### src/rtl/fetch_unit.sv
// Instruction-fetch stage: owns the PC, drives the word address to instruction memory, captures the IF/ID register.
// Latency: im_addr is combinational from pc_f; the word fetched at pc_f in cycle N appears on instr_d in cycle N+1.
// Backpressure: stall=1 freezes pc_f and IF/ID and drops that cycle's redirect/flush. Option macro: FETCH_ADDR_CHECK_EN.
module fetch_unit #(
  parameter logic [31:0] RESET_PC = 32'h0000_3000,
  parameter logic [31:0] IM_BASE  = 32'h0000_3000,
  parameter logic [31:0] IM_LIMIT = 32'h0000_4FFC,
  parameter logic [31:0] NOP_WORD = 32'h0000_0000
) (
  input  logic        clk,
  input  logic        reset,
  input  logic        stall,
  input  logic        redirect_en,
  input  logic [31:0] redirect_pc,
  input  logic        flush_d,
  output logic [10:0] im_addr,
  input  logic [31:0] im_instr,
  output logic [31:0] pc_f,
  output logic [31:0] instr_d,
  output logic [31:0] pc_d,
  output logic [31:0] pc4_d,
  output logic        valid_d,
  output logic        exc_d
);

  logic [31:0] pc_f_q, pc_f_d;
  logic [31:0] instr_d_q, instr_d_d;
  logic [31:0] pc_d_q, pc_d_d;
  logic [31:0] pc4_d_q, pc4_d_d;
  logic        valid_d_q, valid_d_d;
  logic        exc_d_q, exc_d_d;
  logic [31:0] pc_plus4;
  logic        fault;

  // 32-bit modulo increment, so 0xFFFF_FFFC wraps to zero
  assign pc_plus4 = pc_f_q + 32'd4;

  // Memory only sees the word index; redirect_pc low bits are kept in pc_f but never reach the memory
  assign im_addr  = pc_f_q[12:2];

`ifdef FETCH_ADDR_CHECK_EN
  // Fault is judged on the PC currently being fetched, so pc_d keeps the offending address for EPC
  assign fault = (pc_f_q[1:0] != 2'b00) | (pc_f_q < IM_BASE) | (pc_f_q > IM_LIMIT);
`else
  assign fault = 1'b0;
  // Address window only matters when checking is built in
  logic unused_cfg;
  assign unused_cfg = ^{IM_BASE, IM_LIMIT};
`endif

  // Next-state for PC and IF/ID: hold on stall, otherwise capture F and advance the PC
  always_comb begin
    pc_f_d    = pc_f_q;
    instr_d_d = instr_d_q;
    pc_d_d    = pc_d_q;
    pc4_d_d   = pc4_d_q;
    valid_d_d = valid_d_q;
    exc_d_d   = exc_d_q;
    if (!stall) begin
      pc_f_d  = redirect_en ? redirect_pc : pc_plus4;
      pc_d_d  = pc_f_q;
      pc4_d_d = pc_plus4;
      if (flush_d) begin
        instr_d_d = NOP_WORD;
        valid_d_d = 1'b0;
        exc_d_d   = 1'b0;
      end else if (fault) begin
        instr_d_d = NOP_WORD;
        valid_d_d = 1'b1;
        exc_d_d   = 1'b1;
      end else begin
        instr_d_d = im_instr;
        valid_d_d = 1'b1;
        exc_d_d   = 1'b0;
      end
    end
  end

  // State registers; synchronous reset overrides stall, flush and redirect
  always_ff @(posedge clk) begin
    if (reset) begin
      pc_f_q    <= RESET_PC;
      instr_d_q <= NOP_WORD;
      pc_d_q    <= 32'd0;
      pc4_d_q   <= 32'd0;
      valid_d_q <= 1'b0;
      exc_d_q   <= 1'b0;
    end else begin
      pc_f_q    <= pc_f_d;
      instr_d_q <= instr_d_d;
      pc_d_q    <= pc_d_d;
      pc4_d_q   <= pc4_d_d;
      valid_d_q <= valid_d_d;
      exc_d_q   <= exc_d_d;
    end
  end

  assign pc_f    = pc_f_q;
  assign instr_d = instr_d_q;
  assign pc_d    = pc_d_q;
  assign pc4_d   = pc4_d_q;
  assign valid_d = valid_d_q;
  assign exc_d   = exc_d_q;

endmodule

### config.mk
export PLATFORM = sky130hd
export DESIGN_NAME = fetch_unit
export DESIGN_NICKNAME = d
export VERILOG_FILES = /design/src/rtl/fetch_unit.sv
export SDC_FILE = /design/constraint.sdc
export NUM_CORES = 1
export LEC_CHECK = 0
export BUFFER_PORTS_ARGS = -buffer_cell sky130_fd_sc_hd__buf_2
export CAP_MARGIN = 20
export CORE_ASPECT_RATIO = 0.5
export CORE_MARGIN = 8
export CORE_UTILIZATION = 45
export DETAILED_ROUTE_END_ITERATION = 8
export PLACE_DENSITY = 0.78
export SKIP_CTS_REPAIR_TIMING = 1
export SLEW_MARGIN = 15
export SYNTH_ARGS = -nofsm -noshare
export SYNTH_HDL_FRONTEND = slang
export SYNTH_SLANG_ARGS = --single-unit
### constraint.sdc
create_clock -name clk -period 2.2 [get_ports clk]
set_input_delay 0.44 -clock clk [delete_from_list [all_inputs] [get_ports clk]]
set_output_delay 0.44 -clock clk [all_outputs]
set_load 0.005 [all_outputs]
# Yosys cells after proc, flatten, opt, wreduce, memory -nomap -nowiden
# Index checks and enable logic that the tools add are counted.
[totals]
out_inout_bits = 141
inputBits = 69
ff_bits = 129
elab_cells = 9
[op_classes]
n_addsub = 1
mux = 3
[ops]
columns = ["op", "count"]
rows = [
  ["2-to-1 mux 32 bit", 2],
  ["adder 32 x 3 -> 32 bit (second input constant)", 1],
  ["2-to-1 mux 1 bit", 1],
]

# Longest topological paths before layout
# Gate-level depths: netlist of run 1.
[depth]
word_depth = 2
mapped_depth = 7
mapped_depth_nobuf = 6

# Least setup slack after synthesis of run 1
# OpenSTA, ideal clock, no wires.
[synth_timing]
path_kind = "reg2reg"
start = "register pc_f_q[3], in the netlist pc_f[3]"
end = "register pc4_d_q[24], in the netlist pc4_d[24]"
setup_time_ps = 86
stages_incl_launch_ff = 8
arrival_time_ps = 1966
setup_slack_ps = 149
required_time_ps = 2114
n_path_buf = 1
cell_sequence = "dfxtp_1 -> ha_1 -> and3_1 -> buf_2 -> nand4_4 -> or4_1 -> xor2_1 -> a211oi_1"
[synth_between]
elab_chain_len = 1
[synth_rtl]
columns = ["item", "line_no", "source"]
rows = [
  ["start, declared", "26", "logic [31:0] pc_f_q, pc_f_d;"],
  ["start signal, assigned", "89", "pc_f_q <= pc_f_d;"],
  ["adder 32 x 3 -> 32 bit", "36", "assign pc_plus4 = pc_f_q + 32'd4;"],
  ["end signal, assigned", "92", "pc4_d_q <= pc4_d_d;"],
  ["end, declared", "29", "logic [31:0] pc4_d_q, pc4_d_d;"],
]
# Every way passes these cells.
# A chain may end at the register's enable or synchronous reset.

# Worst setup path after layout of run 1
[layout_timing]
start = "register pc_f_q[2], in the netlist pc_f[2]"
end = "register pc_f_q[26], in the netlist pc_f[26]"
[layout_between]
elab_chain_len = 2
[layout_rtl]
columns = ["item", "line_no", "source"]
rows = [
  ["adder 32 x 3 -> 32 bit", "36", ""],
  ["2-to-1 mux 32 bit", "60", "pc_f_d = redirect_en ? redirect_pc : pc_plus4;"],
]
# Every way passes these cells.

==> impl_metrics.json, run 1 <==
{
  "grt_max_degree": 75,
  "status": "finished clean",
  "cts_sinks": 127,
  "setup_viol": 0,
  "hp-class": "in2reg",
  "antenna_found_initial": 3,
  "rows": 29,
  "cp.arrival_ns": 2.38,
  "start_util_pct": 45.8,
  "synthMuxAreaShare_pct": 8.16,
  "crit_required_ns": 2.52,
  "power.density_nw_per_um2": 771,
  "cp_max_fo": 8,
  "syn-instance-count": 669,
  "htree_levels": 4,
  "worst_slew_pin_slew_ns": 1.11,
  "grt_pass1_vias": 5634,
  "die_w_um": 176,
  "avgSynthCellArea_um2": 8.62,
  "clk_pin_slew_ns": 0.06,
  "p_leak_nw": 3.47,
  "placed_area_um2": 6930,
  "skew_ns": 0.00897,
  "drt-initial-drc-count": 376,
  "via_count": 5557,
  "gp_congestion": 0.874,
  "fmax_ghz": 0.484,
  "hold_viol": 0,
  "fp.dieH_um": 96.0,
  "drive_gt1_share_pct": 33.4,
  "netlist_area_um2": 5760,
  "layout-area-overhead-vs-synth_pct": 30.3,
  "vias_per_cell": 5.35,
  "worst-setup-path-type": "reg2reg",
  "synthXorXnorAreaFrac_pct": 4.10,
  "nNetsFinal": 925,
  "cts-buffers-inserted": 17,
  "dpl.hpwl_um": 12400,
  "wl_um": 17400,
  "dieArea_um2": 16900,
  "drv_cap": 0,
  "yosys.area.top_type": "dfxtp_1",
  "wire_per_inst_um": 16.7,
  "slew_headroom_pct": 25.7,
  "dr.pass1.iters": 5,
  "cts_root_buf": "clkbuf_16",
  "finalSetupTns_ns": 0,
  "end_kind": "register",
  "yosys_warnings": 0,
  "rsz0062_at_grt": "false",
  "syn_nets": 739,
  "cts_buffer_depth": 2,
  "io_pins": 210,
  "ys_top_cells_by_area": "dfxtp_1 (44%), mux2i_1 (8.2%), nor2_1 (7.7%)",
  "finalCritPeriodShare_pct": 93.9,
  "ant_nets": 0,
  "crit_path_start_kind": "register",
  "grt.overflow.total": 0,
  "async_reset_ff_share_pct": 0,
  "synthAdderAreaFrac_pct": 0.217,
  "yosysUniqueCellTypes": 54,
  "synth-seq-cells": 127,
  "synth_compound_area_share_pct": 17.2,
  "irDropWorstVdd_mv": 0.445,
  "drc": 0,
  "yosys.area_share.simple_pct": 19.0,
  "synth_top_family_by_area": "simple AND/OR/NAND/NOR gates",
  "synth_edf_count": 0,
  "synth.top_cell.area_share_pct": 44.1,
  "clkLatencyLatePin_ns": 0.42,
  "post-route-cell-area_um2": 7510,
  "portBuffers": 208,
  "synth_flop_cell": "dfxtp_1",
  "grt_pass1_wl_um": 28100,
  "grt_usage_pct": 20.5,
  "core_um2": 12600,
  "layout_min_cycle_time_ns": 2.07,
  "slew_violations": 0,
  "tritoncts": "done",
  "ys_seq_area_share_pct": 44.1,
  "nFillCells": 1100
}
-- placed cells by master (no fill, tap or decap), types with 9 or more instances in the layout --
| cell type | count |
|---|---|
| buf_2 | 206 |
| dfxtp_1 | 126 |
| nor2_1 | 118 |
| mux2i_1 | 47 |
| nand2_1 | 45 |
| a22oi_1 | 42 |
| a21oi_1 | 41 |
| buf_4 | 37 |
| o21ai_0 | 17 |
| clkbuf_16 | 17 |
| xnor2_1 | 15 |
| a211oi_1 | 15 |
| nor3_1 | 14 |
| xor2_1 | 12 |
| nand3_1 | 11 |
| inv_1 | 9 |
-- synth_stat cells (3+ instances only) --
| library cell | count |
|---|---|
| nor2_1 | 119 |
| a21oi_1 | 41 |
| o21a_1 | 4 |
| nor3_1 | 14 |
| nand4_1 | 6 |
| nand2_1 | 45 |
| and3_1 | 5 |
| buf_2 | 12 |
| nor2b_1 | 6 |
| nor3b_1 | 3 |
| o21ai_0 | 17 |
| o31ai_1 | 4 |
| buf_1 | 6 |
| nand3_1 | 11 |
| xnor2_1 | 15 |
| nor4_1 | 3 |
| clkbuf_1 | 39 |
| dfxtp_1 | 127 |
| and4_1 | 3 |
| xor2_1 | 12 |
| a22oi_1 | 42 |
| mux2i_1 | 47 |
| a211oi_1 | 15 |
| o32ai_1 | 6 |
| inv_1 | 9 |
| buf_4 | 19 |
-- sequential cells by signal, indices dropped and copies added, names as in the netlist --
signal   count
instr_d     32
pc_d        32
pc4_d       30
valid_d      1
pc_f        32
-- path summary, 6_finish.rpt --
check	start	to	slack (ns)	cells past startpoint
worst max-delay path	pc_f[2]$_SDFFE_PP0N_	pc_f[26]$_SDFFE_PP0N_	0.13	6
worst min-delay path	im_instr[26]	instr_d[26]$_SDFFE_PP0N_	0.25	3
worst max register to register	pc_f[2]$_SDFFE_PP0N_	pc_f[26]$_SDFFE_PP0N_	0.13	6
worst min register to register	pc4_d[4]$_SDFFE_PP0N_	pc4_d[4]$_SDFFE_PP0N_	0.46	2
-- critical path, stage by stage (launching register included) --
cell and delay, ns:
dfxtp_1 0.37, ha_1 0.24, and3_2 0.26, nand4_4 0.17
or4_1 0.51, o31a_1 0.27, o32ai_1 0.13
-- per-layer routing --
layer / GRT usage, % / vias to the layer above / wire length [um]
li1: - / 2700 / -
met1: 23.6 / 2643 / 7200
met2: 35.3 / 175 / 8650
met3: 6.81 / 35 / 1180
met4: 7.85 / 4 / 342
met5: 0 / - / 22
-- cell families (layout without fill, tap and decap cells) --
| family | count (synthesis) | after routing |
|---|---|---|
| buffers and inverters | 87 | 286 |
| multiplexers | 47 | 47 |
| AND/OR/NAND/NOR | 231 | 231 |
| adder cells (fa/ha/maj) | 1 | 1 |
| AO/OA/AOI/OAI | 148 | 148 |
| flip-flops | 127 | 127 |
| other | 1 | 2 |
| XOR/XNOR | 27 | 27 |
-- metrics by stage --
stage	setup WS, ns	cells	utilization, %	power (mW)	hold WS, ns
6_report	0.133	1039	59.6	5.79	0.246
5_1_grt	0.0290	1039	59.6	6.04	0.256
4_1_cts	0.120	1038	59.5	5.84	0.239
3_5_place_dp	0.145	1006	55.1	3.16	0.456
3_3_place_gp	0.237	1006	55.1	3.15	0.447
2_1_floorplan	0.149	669	-	2.89	0.457
-- area by class of cell --
cell class                 count  area, um^2  area share, %
clock inverter                14         134           1.78
inverter                      10        37.5          0.500
tap                          170         213           2.83
timing repair buffer         244        1330           17.7
clock buffer                  18         429           5.72
sequential                   127        2540           33.9
antenna                        1        2.50         0.0333
multi-input combinational    455        2820           37.6
-- where the power goes --
group          internal [mW]  leakage [nW]  total [mW]  switching, mW
logic                  0.287          2.17       0.634          0.347
registers               2.40          1.04        2.48         0.0790
clock network           1.57         0.260        2.67           1.10
total                   4.26          3.47        5.79           1.53
Power figures use the tool's default switching activity.
==> run 2: changes to the inputs <==
--- a/config.mk
+++ b/config.mk
@@ -11,6 +11,7 @@
 export CORE_MARGIN = 8
 export CORE_UTILIZATION = 45
 export DETAILED_ROUTE_END_ITERATION = 8
+export MAX_ROUTING_LAYER = met4
 export PLACE_DENSITY = 0.78
 export SKIP_CTS_REPAIR_TIMING = 1
 export SLEW_MARGIN = 15
==> run 2 against run 1 <==
Effect of this change: clock skew up 0.0075 ns; register-to-register slack about the same; clock-buffer cell count unchanged; core utilization about the same; non-clock buffer count unchanged; cell area about the same; first-iteration DRC count up 2.1%; sequential cell count unchanged; power about the same; die area unchanged; wire length up 0.26%; largest cell class unchanged.
==> impl_metrics.json, run 2 (same netlist as run 1, synthesis figures left out) <==
{
  "status": "finished clean",
  "cp_max_fo": 8,
  "irDropWorstVdd_mv": 0.444,
  "layoutNonFillerInstCount": 1041,
  "drt-initial-drc-count": 384,
  "dieArea_um2": 16900,
  "hp-class": "in2reg",
  "gp_congestion": 0.889,
  "holdWs_ns": 0.248,
  "grt.overflow.total": 0,
  "hold_viol": 0,
  "p_leak_nw": 3.47,
  "htree_levels": 4,
  "slew_headroom_pct": 25.8,
  "finalSetupTns_ns": 0,
  "cpMaxStageDelayCell": "or4_1",
  "rsz0062_at_grt": "false",
  "crit_path_start_kind": "register",
  "grt_usage_pct": 21.1,
  "layout-area-overhead-vs-synth_pct": 30.3,
  "cp.arrival_ns": 2.40,
  "io_pins": 210,
  "nNetsFinal": 925,
  "ant_nets": 0,
  "dpl.hpwl_um": 12400,
  "drive_gt1_share_pct": 33.4,
  "drv_cap": 0,
  "clkLatencyLatePin_ns": 0.42,
  "core_um2": 12600,
  "crit_chain": "ha_1 -> and3_2 -> nand4_4 -> or4_1 -> o31a_1 -> o32ai_1",
  "mostFrequentLayoutCell": "buf_2",
  "via_count": 5570,
  "grt_pass1_wl_um": 28100,
  "setup_viol": 0,
  "rows": 29,
  "dr.pass1.iters": 5,
  "fmax_ghz": 0.481,
  "fp.dieH_um": 96.0,
  "vias_per_cell": 5.35,
  "final_cell_mix": "buf_2 (206), dfxtp_1 (126), nor2_1 (118)",
  "start_util_pct": 45.8,
  "cts-buffers-inserted": 17,
  "cts_sinks": 127,
  "worst_slew_pin_slew_ns": 1.11,
  "cpPeakStageDelay_ns": 0.52,
  "wire_per_inst_um": 16.8,
  "clk_pin_slew_ns": 0.06,
  "finalCritPeriodShare_pct": 94.5,
  "worst-setup-path-type": "reg2reg",
  "layout_min_cycle_time_ns": 2.08,
  "tritoncts": "done",
  "portBuffers": 208,
  "grt_max_degree": 75,
  "cts_root_buf": "clkbuf_16",
  "cts_buffer_depth": 2,
  "wl_um": 17400,
  "end_kind": "register",
  "slew_violations": 0,
  "drc": 0,
  "dp_cells": 1006,
  "power.density_nw_per_um2": 770,
  "crit_required_ns": 2.52,
  "grt_pass1_vias": 5627,
  "antenna_found_initial": 3,
  "die_w_um": 176,
  "skew_ns": 0.0165
}
[run 2: path summary, 6_finish.rpt]
kind | slack, ns | to | cells past startpoint | startpoint
max | 0.12 | pc_f[26]$_SDFFE_PP0N_ | 6 | pc_f[2]$_SDFFE_PP0N_
max reg2reg | 0.12 | pc_f[26]$_SDFFE_PP0N_ | 6 | pc_f[2]$_SDFFE_PP0N_
min | 0.25 | instr_d[26]$_SDFFE_PP0N_ | 3 | im_instr[26]
min reg2reg | 0.46 | pc4_d[4]$_SDFFE_PP0N_ | 2 | pc4_d[4]$_SDFFE_PP0N_
[run 2: final cells by class]
class,count,area [um^2]
Multi-Input combinational cell,455,2820
Timing Repair Buffer,244,1330
Clock buffer,18,429
Antenna cell,3,7.51
Sequential cell,127,2540
Inverter,10,37.5
Tap cell,170,213
Fill cell,1097,5080
Clock inverter,14,134
[run 2: power by group]
part | switching [mW] | total (mW) | internal [mW]
logic | 0.348 | 0.635 | 0.287
registers | 0.0790 | 2.48 | 2.40
clock network | 1.10 | 2.67 | 1.57
[run 2: worst max-delay path: cells and delay by family, from the launching register on]
kind / cells / cell delay (ns)
adder cells (fa/ha/maj): 1 / 0.24
AND/OR/NAND/NOR: 3 / 0.96
AO/OA/AOI/OAI: 2 / 0.42
flip-flops: 1 / 0.37
[run 2: routing by layer]
layer | vias up | global-route usage [%] | wire, um
met3 | 30 | 6.23 | 975
li1 | 2699 | - | -
met4 | 0 | 7.64 | 346
met5 | - | - | 0
met2 | 194 | 35.3 | 8690
met1 | 2647 | 24.2 | 7440
[run 2: metrics by stage]
stage | cell area [um^2] | utilization (%) | setup WS, ns | power, mW
after floorplan | 5760 | - | 0.149 | 2.89
after global placement | 6930 | 55.1 | 0.237 | 3.15
after detailed placement | 6930 | 55.1 | 0.145 | 3.16
after CTS | 7490 | 59.5 | 0.120 | 5.84
after global routing | 7510 | 59.7 | 0.0290 | 6.04
final | 7510 | 59.7 | 0.121 | 5.79
